### src/rtl/grid_cursor.sv
// Grid cursor driven by four debounced direction buttons with edge-detected moves,
// hold-to-auto-repeat, wrap/saturate borders and a synchronous clamped load.
module grid_cursor #(
  parameter int ROWS          = 5,
  parameter int COLS          = 5,
  parameter int ROW_W         = 3,
  parameter int COL_W         = 3,
  parameter int WRAP          = 1,
  parameter int HOLD_CYCLES   = 25000000,
  parameter int REPEAT_CYCLES = 5000000
) (
  input  logic             clk,
  input  logic             rst_n,
  input  logic             btnL,
  input  logic             btnR,
  input  logic             btnU,
  input  logic             btnD,
  input  logic             en,
  input  logic             load,
  input  logic [ROW_W-1:0] load_row,
  input  logic [COL_W-1:0] load_col,
  output logic [ROW_W-1:0] box_row,
  output logic [COL_W-1:0] box_col,
  output logic             moved,
  output logic             bump
);

  localparam int CNT_MAX = (HOLD_CYCLES > REPEAT_CYCLES) ? HOLD_CYCLES : REPEAT_CYCLES;
  localparam int CNT_W   = (CNT_MAX > 1) ? $clog2(CNT_MAX) : 1;

  localparam logic [ROW_W-1:0] ROW_MAX = ROW_W'(ROWS - 1);
  localparam logic [COL_W-1:0] COL_MAX = COL_W'(COLS - 1);
  localparam logic [CNT_W-1:0] HOLD_T  = CNT_W'(HOLD_CYCLES - 1);
  localparam logic [CNT_W-1:0] REP_T   = CNT_W'(REPEAT_CYCLES - 1);

  typedef enum logic [2:0] {DIR_NONE, DIR_L, DIR_R, DIR_U, DIR_D} dir_t;
  typedef enum logic [1:0] {IDLE, HELD, REPEAT} state_t;

  state_t           state;
  dir_t             dir;
  dir_t             dir_q;
  logic [CNT_W-1:0] cnt;

  logic [ROW_W-1:0] step_row;
  logic [COL_W-1:0] step_col;
  logic             step_moved;
  logic             step_bump;
  logic             step_req;
  logic             active;
  logic [ROW_W-1:0] clamp_row;
  logic [COL_W-1:0] clamp_col;

  always_comb begin
    dir = DIR_NONE;
    if (btnL)      dir = DIR_L;
    else if (btnR) dir = DIR_R;
    else if (btnU) dir = DIR_U;
    else if (btnD) dir = DIR_D;
  end

  always_comb begin
    clamp_row = (load_row > ROW_MAX) ? ROW_MAX : load_row;
    clamp_col = (load_col > COL_MAX) ? COL_MAX : load_col;
  end

  // Candidate position for one step in the current direction, with border handling.
  always_comb begin
    step_row   = box_row;
    step_col   = box_col;
    step_moved = 1'b0;
    step_bump  = 1'b0;
    case (dir)
      DIR_L: begin
        if (box_col != '0) begin
          step_col   = box_col - 1'b1;
          step_moved = 1'b1;
        end else if (WRAP != 0) begin
          step_col   = COL_MAX;
          step_moved = 1'b1;
        end else begin
          step_bump  = 1'b1;
        end
      end
      DIR_R: begin
        if (box_col != COL_MAX) begin
          step_col   = box_col + 1'b1;
          step_moved = 1'b1;
        end else if (WRAP != 0) begin
          step_col   = '0;
          step_moved = 1'b1;
        end else begin
          step_bump  = 1'b1;
        end
      end
      DIR_U: begin
        if (box_row != '0) begin
          step_row   = box_row - 1'b1;
          step_moved = 1'b1;
        end else if (WRAP != 0) begin
          step_row   = ROW_MAX;
          step_moved = 1'b1;
        end else begin
          step_bump  = 1'b1;
        end
      end
      DIR_D: begin
        if (box_row != ROW_MAX) begin
          step_row   = box_row + 1'b1;
          step_moved = 1'b1;
        end else if (WRAP != 0) begin
          step_row   = '0;
          step_moved = 1'b1;
        end else begin
          step_bump  = 1'b1;
        end
      end
      default: ;
    endcase
  end

  always_comb begin
    active   = en && (dir != DIR_NONE);
    step_req = 1'b0;
    if (active && !load) begin
      case (state)
        IDLE:    step_req = 1'b1;
        HELD:    step_req = (dir != dir_q) || (cnt == HOLD_T);
        REPEAT:  step_req = (dir != dir_q) || (cnt == REP_T);
        default: step_req = 1'b0;
      endcase
    end
  end

  // load freezes state/cnt for its cycle; steps are suppressed by step_req.
  always_ff @(posedge clk or negedge rst_n) begin
    if (!rst_n) begin
      state   <= IDLE;
      dir_q   <= DIR_NONE;
      cnt     <= '0;
      box_row <= '0;
      box_col <= '0;
      moved   <= 1'b0;
      bump    <= 1'b0;
    end else begin
      moved <= 1'b0;
      bump  <= 1'b0;
      if (load) begin
        box_row <= clamp_row;
        box_col <= clamp_col;
      end else begin
        if (step_req) begin
          box_row <= step_row;
          box_col <= step_col;
          moved   <= step_moved;
          bump    <= step_bump;
        end
        case (state)
          IDLE: begin
            if (active) begin
              state <= HELD;
              dir_q <= dir;
              cnt   <= '0;
            end
          end
          HELD: begin
            if (!active) begin
              state <= IDLE;
              cnt   <= '0;
            end else if (dir != dir_q) begin
              dir_q <= dir;
              cnt   <= '0;
            end else if (cnt == HOLD_T) begin
              state <= REPEAT;
              cnt   <= '0;
            end else begin
              cnt <= cnt + CNT_W'(1);
            end
          end
          REPEAT: begin
            if (!active) begin
              state <= IDLE;
              cnt   <= '0;
            end else if (dir != dir_q) begin
              state <= HELD;
              dir_q <= dir;
              cnt   <= '0;
            end else if (cnt == REP_T) begin
              cnt <= '0;
            end else begin
              cnt <= cnt + CNT_W'(1);
            end
          end
          default: begin
            state <= IDLE;
            cnt   <= '0;
          end
        endcase
      end
    end
  end

endmodule
### config.mk
export PLATFORM = sky130hd
export DESIGN_NAME = grid_cursor
export DESIGN_NICKNAME = d
export VERILOG_FILES = /design/src/rtl/grid_cursor.sv
export SDC_FILE = /design/constraint.sdc
export NUM_CORES = 1
export LEC_CHECK = 0
export BUFFER_PORTS_ARGS = -buffer_cell sky130_fd_sc_hd__buf_2
export CORE_AREA = 2 2 81 76
export CTS_BUF_LIST = sky130_fd_sc_hd__clkbuf_8
export DETAILED_ROUTE_END_ITERATION = 10
export DIE_AREA = 0 0 83 78
export GPL_TIMING_DRIVEN = 0
export PLACE_DENSITY_LB_ADDON = 0.25
export SYNTH_ARGS = -nofsm -noshare
export SYNTH_HDL_FRONTEND = slang
export SYNTH_SLANG_ARGS = --single-unit
### constraint.sdc
create_clock -name clk -period 3.7 [get_ports clk]
set_input_delay 0.74 -clock clk [delete_from_list [all_inputs] [get_ports clk]]
set_output_delay 0.74 -clock clk [all_outputs]
set_load 0.03 [all_outputs]
==> impl_metrics.ini, run 1 <==
[min_path]
worst_hold_startpoint = cnt[1]$_DFFE_PN0P_
timing.hold.worst.class = register to register
min_delay_worst_endpoint = cnt[1]$_DFFE_PN0P_
holdPathStages = 2

[yosys]
netlist.top_cell.by_area = dfrtp_1
fraction_of_registers_with_async_set_or_reset_after_synthesis_pct = 100
synth_ff_type = dfrtp_1
netlist.area_leader.share_pct = 37.7
unique_masters_post_synth = 53
synth_nets = 298
synth_top_cells_by_area = dfrtp_1, ha_1, xor2_1
synthCells = 271
synth_area_per_cell_um2 = 9.07
yosysWarningCount = 0
synth.cell_area_mm2 = 0.00246
synth-edff-count = 0
flop_and_latch_count_out_of_synthesis = 37
yosysSeqAreaShare_pct = 37.7

[critical_path]
worst_path_dominant_cell_family = simple AND/OR/NAND/NOR gates
r2r_end = cnt[10]$_DFFE_PN0P_
critical_path.reg2reg.startpoint = cnt[0]$_DFFE_PN0P_
end_kind = register
critPathSlowestCell = or4_4
worst_ep_arrival_time_ns = 2.74
critical_path.startpoint_type = input pin
timing.critical_path.required_ns = 3.89
path_buf_inv = 1
timing.reg2reg.worst_path_depth = 8
startpoint_to_endpoint_class_of_the_critical_path = input pin to register
regToRegSetupSlack_ns = 1.21
cp_cell_sequence = buf_2 -> nor4b_4 -> xnor2_1 -> o21ai_2 -> or4_4 -> a21o_1 -> mux2_4
max_stage_delay_ns = 0.54
path_max_fanout = 8

[cells_and_area]
flow.area_growth_from_synthesis_pct = 10.7
fin_nets = 323
n_fill_cell = 562
final_cells = 367
mostFrequentLayoutCell = dfrtp_1
most_frequent_cells_in_the_layout = dfrtp_1, nor2_1, nand2_1, buf_2
insertedDiodeCount = 0
post_route_cells_drive_above_1_share_pct = 14.5

[timing]
max_slew.worst_pin.slew_ns = 0.829
fmax_mhz = 391
finalMaxSlewViolations = 0
setup_viol_count_final = 0
worst_clock_skew_ns = 0.00960
rsz_0062_raised_after_global_routing = false
timing_hold_violations_final = 0
final.period_utilization_pct = 69.0
timing.final.crit_period_ns = 2.55
fin_ws_ns = 1.15
setup_tns_ns = 0
timing.slew.headroom_pct = 44.7

[pwr]
clkPwrFrac_pct = 21.7
cellPowerDensity_mw_per_mm2 = 482
power_frac_seq_pct = 39.1
net-switching-power_mw = 0.516
ir_drop_v = 0.000371
p_int_mw = 0.796
p_leak_nw = 1.23
switching_part_of_the_total_pct = 39.3
combinationalPowerShare_pct = 39.2

[floorplan]
core-area_mm2 = 0.00556
std_cell_rows = 26
die_height_um = 78
die_area_mm2 = 0.00647
start_util_pct = 44.2
ios = 22
dieWidth_um = 83

[global_routing]
number_of_global_route_vias_before_repair = 1916
antenna_found_initial = 0
largest_net_degree_at_the_start_of_global_routing = 38
grt_pass1_wl_um = 8800
grt-ovfl-total = 0
grt_usage_pct = 16.6

[clocking]
tritoncts_clock_tree = done
post_cts_clock_slew_at_the_launch_and_capture_registers_of_the_worst_setup_and_hold_paths_ns = 0.08
worst_skew_pair.late_latency_ns = 0.30
hold_buffers = 0
clock_tree.htree_level_count = 2
numClockSinks = 37
postCtsSetupBuffers = 0
cts_max_path_buffers = 2
clock_tree.root_cell = clkbuf_8
cts_resized = 0
numCtsBuffers = 5

[flow_run]
max_cap_violations = 0

[route]
highest-signal-layer = met4
routed-via-count = 2003
drt_iter0_drc = 113
drt-total-wl_um = 5010
firstDrtPassIters = 4
routed-wl-met3_um = 119
route.layer.met1.wl_um = 2600
drc = 0
average_vias_per_placed_instance = 5.46
avgRoutedWirePerCell_um = 13.7
antenna_violating_nets_post_route = 0
met2_wirelength_um = 2220

[placed_design]
port_buffers = 18
gp_congestion = 0.844
detailedPlacementHpwl_um = 3670
post-place-cells = 359
dpl_worst_slack_ns = 0.819

[status]
outcome = completed
## per-stage QoR
| stage | power [mW] | hold slack (ns) | instance area, um2 | util, % |
|---|---|---|---|---|
| 3_3_place_gp | 1.03 | 0.502 | 2640 | 47.4 |
| 4_1_cts | 1.32 | 0.519 | 2720 | 48.9 |
| 5_1_grt | 1.41 | 0.568 | 2720 | 48.9 |
| 3_5_place_dp | 1.03 | 0.498 | 2640 | 47.4 |
| 6_report | 1.31 | 0.518 | 2720 | 48.9 |
| 2_1_floorplan | 0.908 | 0.444 | 2460 | - |
## logic make-up (layout without fill, tap and decap cells)
family,count (synthesis),after routing,synth area share (%)
compound gates,51,51,14.5
mux,13,13,5.65
fa+ha+maj,13,13,6.62
flops,37,37,37.7
xor+xnor,17,17,6.06
buf+inv,27,53,4.73
other cells,1,1,0.153
simple gates,112,112,24.6
## per-layer routing
| layer | vias to the layer above | GRT usage, % |
|---|---|---|
| li1 | 1024 | - |
| met3 | 8 | 3.62 |
| met4 | 0 | 5.90 |
| met2 | 13 | 25.9 |
| met5 | - | 0 |
| met1 | 958 | 22.8 |
## worst max-delay path by stage
stage / start / end / cells after the start
floorplan: btnU / state[0]$_DFFE_PN0P_ / 7
global placement: btnR / state[0]$_DFFE_PN0P_ / 7
detailed placement: btnR / state[0]$_DFFE_PN0P_ / 7
CTS: btnR / state[0]$_DFFE_PN0P_ / 7
global route: btnR / cnt[16]$_DFFE_PN0P_ / 7
finish: btnR / state[0]$_DFFE_PN0P_ / 7
## tightest hold or removal path: stages (launching register included)
cell and delay [ns]:
dfrtp_1 0.38, nand2_1 0.06, nand2_1 0.05
## registers in the layout (all words and copies together) (netlist names)
register,count
cnt,25
box_row,3
box_col,3
dir_q,3
state,2
moved,1
## power by group through the flow
stage | logic [mW] | clock network [mW] | registers, mW
after detailed placement | 0.513 | 0 | 0.521
final | 0.514 | 0.285 | 0.513
after global routing | 0.580 | 0.302 | 0.523
after global placement | 0.508 | 0 | 0.519
after CTS | 0.516 | 0.290 | 0.513
after floorplan | 0.334 | 0 | 0.574
## layout make-up
class	instances	area (um2)	area share [%]
well taps	70	87.6	3.22
plain buffers	11	56.3	2.07
repair buffers	18	90.1	3.31
clock buffers	5	68.8	2.53
multi-input cells	207	1420	52.0
flip-flops and latches	37	926	34.0
clock inverters	3	17.5	0.643
inverters	16	60.1	2.21
## synth_stat cells, drive strengths merged, types with 2 or more instances
master	number
dfrtp	37
nor2	26
nand2	24
inv	16
nand3	16
xor2	14
ha	13
a21oi	12
and3	9
mux2i	9
nand4	9
o21ai	8
o22ai	7
clkbuf	6
buf	5
mux2	4
nor3	4
nor4	4
or3	4
a21o	3
a31oi	3
and2	3
nor4bb	3
xnor2	3
a211oi	2
a221o	2
and4	2
nor2b	2
nor4b	2
o21bai	2
o311ai	2
o31ai	2
o32a	2
Note: power is estimated with default switching activity, not from simulation.
==> run 2, diff against run 1 <==
- clock period: 3.7 -> 2.7 ns (I/O delays scaled with it)
==> impl_metrics.ini, run 2 (synthesis results as in run 1) <==
[critical_path]
path_max_fanout = 10
worst_ep_arrival_time_ns = 2.62
startpoint_to_endpoint_class_of_the_critical_path = register to register
critical_path.startpoint_type = register
end_kind = register
timing.critical_path.required_ns = 2.89

[floorplan]
start_util_pct = 44.2
die_height_um = 78
std_cell_rows = 26
dieWidth_um = 83
ios = 22
die_area_mm2 = 0.00647
core-area_mm2 = 0.00556

[timing]
fmax_mhz = 411
setup_tns_ns = 0
timing.slew.headroom_pct = 44.0
rsz_0062_raised_after_global_routing = false
worst_hold_slack_across_all_endpoints_ns = 0.342
max_slew.worst_pin.slew_ns = 0.840
final.period_utilization_pct = 90.0
timing_hold_violations_final = 0
finalMaxSlewViolations = 0
setup_viol_count_final = 0
timing.final.crit_period_ns = 2.43
worst_clock_skew_ns = 0.00977

[global_routing]
largest_net_degree_at_the_start_of_global_routing = 38
number_of_global_route_vias_before_repair = 1916
antenna_found_initial = 0
grt_usage_pct = 16.6
grt-ovfl-total = 0
grt_pass1_wl_um = 8800

[clocking]
cts_max_path_buffers = 2
numCtsBuffers = 5
postCtsSetupBuffers = 0
tritoncts_clock_tree = done
worst_skew_pair.late_latency_ns = 0.30
hold_buffers = 0
clock_tree.root_cell = clkbuf_8
post_cts_clock_slew_at_the_launch_and_capture_registers_of_the_worst_setup_and_hold_paths_ns = 0.08
clock_tree.htree_level_count = 2
numClockSinks = 37
cts_resized = 0

[pwr]
ir_drop_v = 0.000509
switching_part_of_the_total_pct = 39.3
power_frac_seq_pct = 39.1
net-switching-power_mw = 0.707
p_leak_nw = 1.24
clkPwrFrac_pct = 21.7
p_int_mw = 1.09
combinationalPowerShare_pct = 39.2
cellPowerDensity_mw_per_mm2 = 660

[placed_design]
gp_congestion = 0.844
port_buffers = 18
detailedPlacementHpwl_um = 3670
post-place-cells = 359

[cells_and_area]
post_route_cells_drive_above_1_share_pct = 14.8
flow.area_growth_from_synthesis_pct = 10.8
top_register = cnt
insertedDiodeCount = 0
final_cells = 367
most_frequent_cells_in_the_layout = dfrtp_1, nor2_1, nand2_1, buf_2
largest_register_ff_count = 25
fin_nets = 323
mostFrequentLayoutCell = dfrtp_1
n_fill_cell = 562

[route]
avgRoutedWirePerCell_um = 13.7
antenna_violating_nets_post_route = 0
drc = 0
average_vias_per_placed_instance = 5.53
drt-total-wl_um = 5040
routed-via-count = 2031
firstDrtPassIters = 4
drt_iter0_drc = 113

[flow_run]
max_cap_violations = 0

[status]
outcome = completed

[min_path]
timing.hold.worst.class = input pin to asynchronous set/reset pin
run 2: final timing paths:
check | startpoint | endpoint | slack [ns] | cells after the start
min in group clk | cnt[1]$_DFFE_PN0P_ | cnt[1]$_DFFE_PN0P_ | 0.52 | 2
max in group asynchronous | rst_n | cnt[24]$_DFFE_PN0P_ | 1.83 | 1
setup reg to reg | cnt[0]$_DFFE_PN0P_ | cnt[10]$_DFFE_PN0P_ | 0.27 | 8
hold / removal | rst_n | cnt[17]$_DFFE_PN0P_ | 0.34 | 1
hold reg to reg | cnt[1]$_DFFE_PN0P_ | cnt[1]$_DFFE_PN0P_ | 0.52 | 2
setup / recovery | cnt[0]$_DFFE_PN0P_ | cnt[10]$_DFFE_PN0P_ | 0.27 | 8
run 2: area by class of cell:
cell class	count	area [um2]	area share, %
Inverter	16	60.1	2.20
Sequential cell	37	926	34.0
Clock buffer	5	68.8	2.53
Timing Repair Buffer	18	90.1	3.31
Multi-Input combinational cell	207	1420	52.0
Buffer	11	57.6	2.11
Tap cell	70	87.6	3.22
Clock inverter	3	17.5	0.643
run 2: power groups by stage:
stage	Clock, mW	Sequential, mW	Combinational, mW
final	0.390	0.703	0.705
after global routing	0.415	0.717	0.795
after CTS	0.398	0.703	0.707
after detailed placement	0	0.714	0.704
after global placement	0	0.711	0.696
after floorplan	0	0.786	0.458
run 2: worst max-delay path: stages (launching register included):
cell and delay, ns:
dfrtp_1 0.40, ha_1 0.29, and3b_1 0.23, nand4_1 0.20, o31ai_1 0.35, a21oi_1 0.17, clkbuf_2 0.23, and3_1 0.20
a221o_1 0.25
run 2: stage by stage:
| step | setup WS [ns] | power [mW] | cell area (um2) | util [%] |
|---|---|---|---|---|
| detailed placement | 0.0191 | 1.42 | 2640 | 47.4 |
| CTS | 0.205 | 1.81 | 2720 | 48.9 |
| floorplan | 0.205 | 1.24 | 2460 | - |
| finish | 0.269 | 1.80 | 2720 | 49.0 |
| global route | 0.00314 | 1.93 | 2720 | 49.0 |
| global placement | 0.0363 | 1.41 | 2640 | 47.4 |
run 2: metal layers:
| metal | GRT usage, % | share of wire (%) | vias up |
|---|---|---|---|
| met3 | 3.62 | 2.9 | 8 |
| met4 | 5.90 | 1.4 | 0 |
| li1 | - | - | 1023 |
| met1 | 22.8 | 52 | 970 |
| met2 | 25.9 | 44 | 30 |
| met5 | 0 | 0 | - |
